**src/rtl/press_pulse_conditioner.sv**
```systemverilog
// press_pulse_conditioner: synchronizes and debounces a raw button into a one-cycle press pulse
module press_pulse_conditioner #(
  parameter int SYNC_STAGES     = 2,
  parameter int DEBOUNCE_CYCLES = 50000,
  parameter int CNT_WIDTH       = 16
) (
  input  logic       clk,
  input  logic       rst,
  input  logic       btn_raw,
  output logic       P1,
  output logic       level,
  output logic [7:0] press_count
);
  typedef enum logic [1:0] {IDLE, ARMING, HIGH, DISARMING} state_t;
  localparam logic [CNT_WIDTH-1:0] CNT_LAST = CNT_WIDTH'(DEBOUNCE_CYCLES - 1);
  logic [SYNC_STAGES-1:0] sync_q;
  state_t                 state_q, state_d;
  logic [CNT_WIDTH-1:0]   cnt_q, cnt_d;
  logic                   p1_q, level_q;
  logic [7:0]             count_q;
  logic                   sync, cnt_last, fire;
  assign sync     = sync_q[SYNC_STAGES-1];
  assign cnt_last = cnt_q == CNT_LAST;
  assign fire     = state_q == ARMING && sync && cnt_last;
  // Any sample opposite to the pending level aborts the transition and clears the count.
  always_comb begin
    state_d = state_q;
    cnt_d   = cnt_q;
    unique case (state_q)
      IDLE: begin
        if (sync) begin
          state_d = ARMING;
          cnt_d   = '0;
        end
      end
      ARMING: begin
        if (!sync) begin
          state_d = IDLE;
          cnt_d   = '0;
        end else if (cnt_last) begin
          state_d = HIGH;
          cnt_d   = '0;
        end else begin
          cnt_d = cnt_q + CNT_WIDTH'(1);
        end
      end
      HIGH: begin
        if (!sync) begin
          state_d = DISARMING;
          cnt_d   = '0;
        end
      end
      DISARMING: begin
        if (sync) begin
          state_d = HIGH;
          cnt_d   = '0;
        end else if (cnt_last) begin
          state_d = IDLE;
          cnt_d   = '0;
        end else begin
          cnt_d = cnt_q + CNT_WIDTH'(1);
        end
      end
    endcase
  end
  always_ff @(posedge clk) begin
    if (rst) begin
      sync_q  <= '0;
      state_q <= IDLE;
      cnt_q   <= '0;
      p1_q    <= 1'b0;
      level_q <= 1'b0;
      count_q <= '0;
    end else begin
      sync_q  <= {sync_q[SYNC_STAGES-2:0], btn_raw};
      state_q <= state_d;
      cnt_q   <= cnt_d;
      p1_q    <= fire;
      level_q <= state_d == HIGH || state_d == DISARMING;
      count_q <= count_q + {7'd0, fire};
    end
  end
  assign P1          = p1_q;
  assign level       = level_q;
  assign press_count = count_q;
endmodule

```
**config.mk**
```make
export PLATFORM = sky130hd
export DESIGN_NAME = press_pulse_conditioner
export DESIGN_NICKNAME = d
export VERILOG_FILES = /design/src/rtl/press_pulse_conditioner.sv
export SDC_FILE = /design/constraint.sdc
export NUM_CORES = 1
export LEC_CHECK = 0
export ABC_CLOCK_PERIOD_IN_PS = 2700
export CORE_MARGIN = 2
export CORE_UTILIZATION = 45
export DETAILED_ROUTE_END_ITERATION = 7
export PLACE_DENSITY = 0.65
export SLEW_MARGIN = 30
export SYNTH_ARGS = -nofsm -noshare
export SYNTH_HDL_FRONTEND = slang
export SYNTH_SLANG_ARGS = --single-unit
```
**constraint.sdc**
```tcl
create_clock -name clk -period 2.7 [get_ports clk]
set_input_delay 0.81 -clock clk [delete_from_list [all_inputs] [get_ports clk]]
set_output_delay 0.81 -clock clk [all_outputs]
set_load 0.005 [all_outputs]
```
[Word level (Yosys, flattened, before mapping)]
Index checks and enable logic that the tools add are counted.
Cells by class
  $add $sub $neg: 2
  equal/unequal tests: 8
  muxes and demuxes: 13
  reductions and logical operators: 5
Operators with widths (count)
  2-to-1 mux 16 bit: 5
  case mux 16 bit (4 select lines): 1
  adder 16 x 1 -> 16 bit, second input constant: 1
  == test 16 bit, second input constant: 1
  2-to-1 mux 2 bit: 6
  adder 8 x 1 -> 8 bit: 1
  == test 2 bit, second input constant: 4
  case mux 2 bit (4 select lines): 1
  != test 2 bit, second input constant: 2
  == test 2 x 1 -> 1 bit, second input constant: 1
  logical AND 1 bit: 2
  zero test 2 bit: 1
  AND reduction 2 bit: 1
  logical OR 1 bit: 1
Storage, ports and cells
  register bits: 30
  bits of input ports: 3
  output and inout bits: 10
  logic and storage cells: 34

[Depth between registers and ports, before layout]
  depth in word-level cells: 6
  mapped depth: 10
  depth with buffers taken out: 10

[Worst setup path before layout]
No wires, ideal clock.
  path kind: reg2reg
  start: reg cnt_q[8]
  end: reg count_q[5], in the netlist press_count[5]
  setup time: 0.128 ns
  arrival time: 2.055 ns
  data required time: 2.572 ns
  path slack: 0.517 ns
  stages on the path, launching flop included: 11
  path buffers: 1
  clock period less this slack: 2.183 ns
  cells stage by stage: dfxtp_1 > buf_2 > nor4bb_1 > nand4_2 > or2_2 > nor2_1 > ha_1 > and3_1 > nand3_1 > xor2_1 > nor2_1
Between the ends
  longest elaborated chain between the ends: 3
RTL lines
  from (decl): line 18  | logic [CNT_WIDTH-1:0] cnt_q, cnt_d;
  from (signal assigned): line 77  | cnt_q <= cnt_d;
  == test 16 bit: line 23  | assign cnt_last = cnt_q == CNT_LAST;
  logical AND 1 bit: line 24  | assign fire = state_q == ARMING && sync && cnt_last;
  named net fire: line 21  | logic sync, cnt_last, fire;
  adder 8 x 1 -> 8 bit: line 80  | count_q <= count_q + {7'd0, fire};
  to (signal assigned): line 80
  to (decl): line 20  | logic [7:0] count_q;
The timed path passes the listed nets, and every way through them passes these cells.
A chain may end at the register's enable or synchronous reset.

[Worst setup path in the final report]
  start: reg cnt_q[8]
  end: reg count_q[7], in the netlist press_count[7]
Same word-level chain as after synthesis.

==> out/metrics.csv <==
stage,metric,value,unit
worst_setup_path,CP startpoint kind,flip-flop,
synthesis,ys flop type,dfxtp_1,
place,DP Area,1604,µm²
place,post-DP HPWL,2091,µm
layout,n_diodes,0,
worst_setup_path,CP Class,flip-flop to flip-flop,
routing,drt pass-1 iters,4,
power_and_ir_drop,Max VDD drop,0.0003224,V
layout,Final Instance Area,1668,µm²
floorplanning,full die area,3651,µm²
floorplanning,core area,3053,µm²
worst_setup_path,critical path capture point type,flip-flop,
sta,max_slew headroom,0.7205,
clock_tree,Clock Sinks,30,
layout,most frequent cells in the layout,"dfxtp_1, a31oi_1, nand2_1, clkdlybuf4s50_1, nand3_1",
synthesis,"Cell Area, Synth",1433,µm²
synthesis,Cells after Synth,159,
layout,register area,600.6,µm²
global_route,GRT Residual Overflow,0,
sta,RSZ-0062 raised after global routing,no,
synthesis,Synth Register Bits,30,
synthesis,synth unique cells,41,
routing,via/cell ratio,5.753,
global_route,largest net degree at the start of global routing,20,
synthesis,sequential area share after synthesis,0.4192,
power_and_ir_drop,pwr/cell area,454.9,nW/µm²
synthesis,Post-synth ARST share,0,
floorplanning,height of the die,60.43,µm
routing,Final ANT Viol Nets,0,
routing,vias,1260,
run_status,outcome,finished clean,
floorplanning,Chip Width,60.43,µm
routing,Residual DRC,0,
layout,area grow syn2layout,16.42,%
sta,max-slew violations,0,
worst_setup_path,"critical path fanouts, max",9,
hold_path,Worst Hold Class,flip-flop to flip-flop,
sta,Tcrit/Tclk final,0.8449,
sta,Tmin final,2.281,ns
clock_tree,# Post-CTS Setup Buffers,0,
global_route,first-pass GRT wire length,5209,µm
floorplanning,row cnt,20,
routing,initial DRC count,73,
synthesis,Yosys Warn Count,0,
sta,hold_ws,0.4642,ns
synthesis,Post-synth EDFFs,0,
floorplanning,starting density of the core,0.4693,
layout,"commonest non-fill, non-tap cell in the layout",dfxtp_1,
clock_tree,TritonCTS clock tree,done,
global_route,initial antenna violation count,0,
synthesis,syn nets,165,
global_route,vias in the first global route,1137,
clock_tree,root buf cell,clkbuf_4,
layout,layout cells sized above 1,0.09143,
sta,Setup-failing EPs final,0,
routing,drt total wl,3023,µm
synthesis,Syn Area/Cell,9.010,µm²
floorplanning,# IOs,13,
global_route,all-layer global routing usage,0.1937,
sta,clock skew,0.01135,ns
sta,Worst-Margin Slew,0.4134,ns
job,max_cap viols,0,
layout,fillers,292,
place,PortBufs,12,
clock_tree,TritonCTS Buffers,5,
sta,fmax,438.4,MHz
sta,setup tns final,0,ns
place,Routability Congestion,0.8748,
sta,Fin. Hold Viols,0,
worst_setup_path,"Arr. time, crit path",2.51,ns
clock_tree,hold bufs inserted after CTS,0,
clock_tree,Worst-path clk slew,0.10,ns
layout,Layout Nets,180,
clock_tree,clk buf depth,2,
layout,footprint of the multi-input gates,790.8,µm²
worst_setup_path,CP required,2.93,ns
power_and_ir_drop,Lkg Pwr,0.5549,nW
clock_tree,later-pin clock latency in the skew report,0.33,ns
clock_tree,post_cts resized,0,
routing,drt wl/cell,13.80,µm
clock_tree,H-tree Lvls,2,
==> cells by family (layout without fill, tap and decap cells) <==
kind of cell,Yosys count,in the layout,share of synthesized area
simple gates,72,72,0.3083
xor+xnor,10,10,0.06638
fa+ha+maj,3,3,0.02620
compound gates,34,34,0.1511
buf+inv,10,26,0.02881
flops,30,30,0.4192
==> synthesized netlist by cell type (4+ instances only) <==
master,count,area [µm²]
nand2_1,12,45.04
dfxtp_1,30,600.6
nor2b_1,4,25.02
or3b_1,4,35.03
nor4_1,4,25.02
a21oi_1,7,35.03
xor2_1,6,52.55
nor3_1,4,20.02
a31oi_1,14,87.58
nand4_1,7,43.79
nor2_1,8,30.03
clkbuf_1,4,15.01
nand3_1,10,50.05
o21ai_0,4,20.02
==> worst paths after layout <==
check	from	endpoint	slack [ns]	cells after the start
setup / recovery	cnt_q[8]$_SDFFE_PP0P_	press_count[7]$_SDFF_PP0_	0.42	9
hold reg to reg	sync_q[0]$_SDFF_PP0_	sync_q[1]$_SDFF_PP0_	0.46	1
hold / removal	sync_q[0]$_SDFF_PP0_	sync_q[1]$_SDFF_PP0_	0.46	1
setup reg to reg	cnt_q[8]$_SDFFE_PP0P_	press_count[7]$_SDFF_PP0_	0.42	9
==> per-stage QoR <==
stage,instances,util,setup slack [ns],power (mW)
3_3_place_gp,211,0.5254,0.4061,0.4791
3_5_place_dp,211,0.5254,0.3679,0.4798
6_report,219,0.5463,0.4188,0.7586
2_1_floorplan,159,-,0.5170,0.4699
5_1_grt,219,0.5463,0.2631,0.7930
4_1_cts,219,0.5463,0.4235,0.7667
==> report_power, final <==
| group | total [mW] | switching (mW) | internal [mW] |
|---|---|---|---|
| Sequential | 0.446 | 0.00179 | 0.444 |
| Clock | 0.289 | 0.164 | 0.125 |
| Combinational | 0.0234 | 0.0142 | 0.00915 |
| Total | 0.759 | 0.180 | 0.578 |
==> worst max-delay path: stages, from the launching register on <==
cell,delay [ns]
dfxtp_1,0.49
nor4bb_1,0.39
nand4_2,0.16
or2_2,0.32
nor2_1,0.12
ha_1,0.17
and3_1,0.22
nand3_1,0.11
xor2_1,0.14
nor2_1,0.05
==> cell type report <==
class                   count  area share
repair buffers             16     0.09002
clock buffers               6     0.03076
clock inverters             2    0.007502
flip-flops and latches     30      0.3601
well taps                  44     0.03301
multi-input cells         119      0.4741
inverters                   2    0.004501
==> per-layer routing <==
metal / track usage / share of wire / vias up
met1: 0.2681 / 0.46 / 573
li1: - / - / 633
met3: 0.04478 / 0.068 / 10
met2: 0.2811 / 0.45 / 44
met4: 0.1025 / 0.024 / 0
met5: 0 / 0 / -
==> state kept, by name (all words and copies together), names as in the netlist <==
register,cells
state_q,2
P1,1
cnt_q,16
press_count,8
sync_q,2
level,1
(Power assumes the default switching activity.)
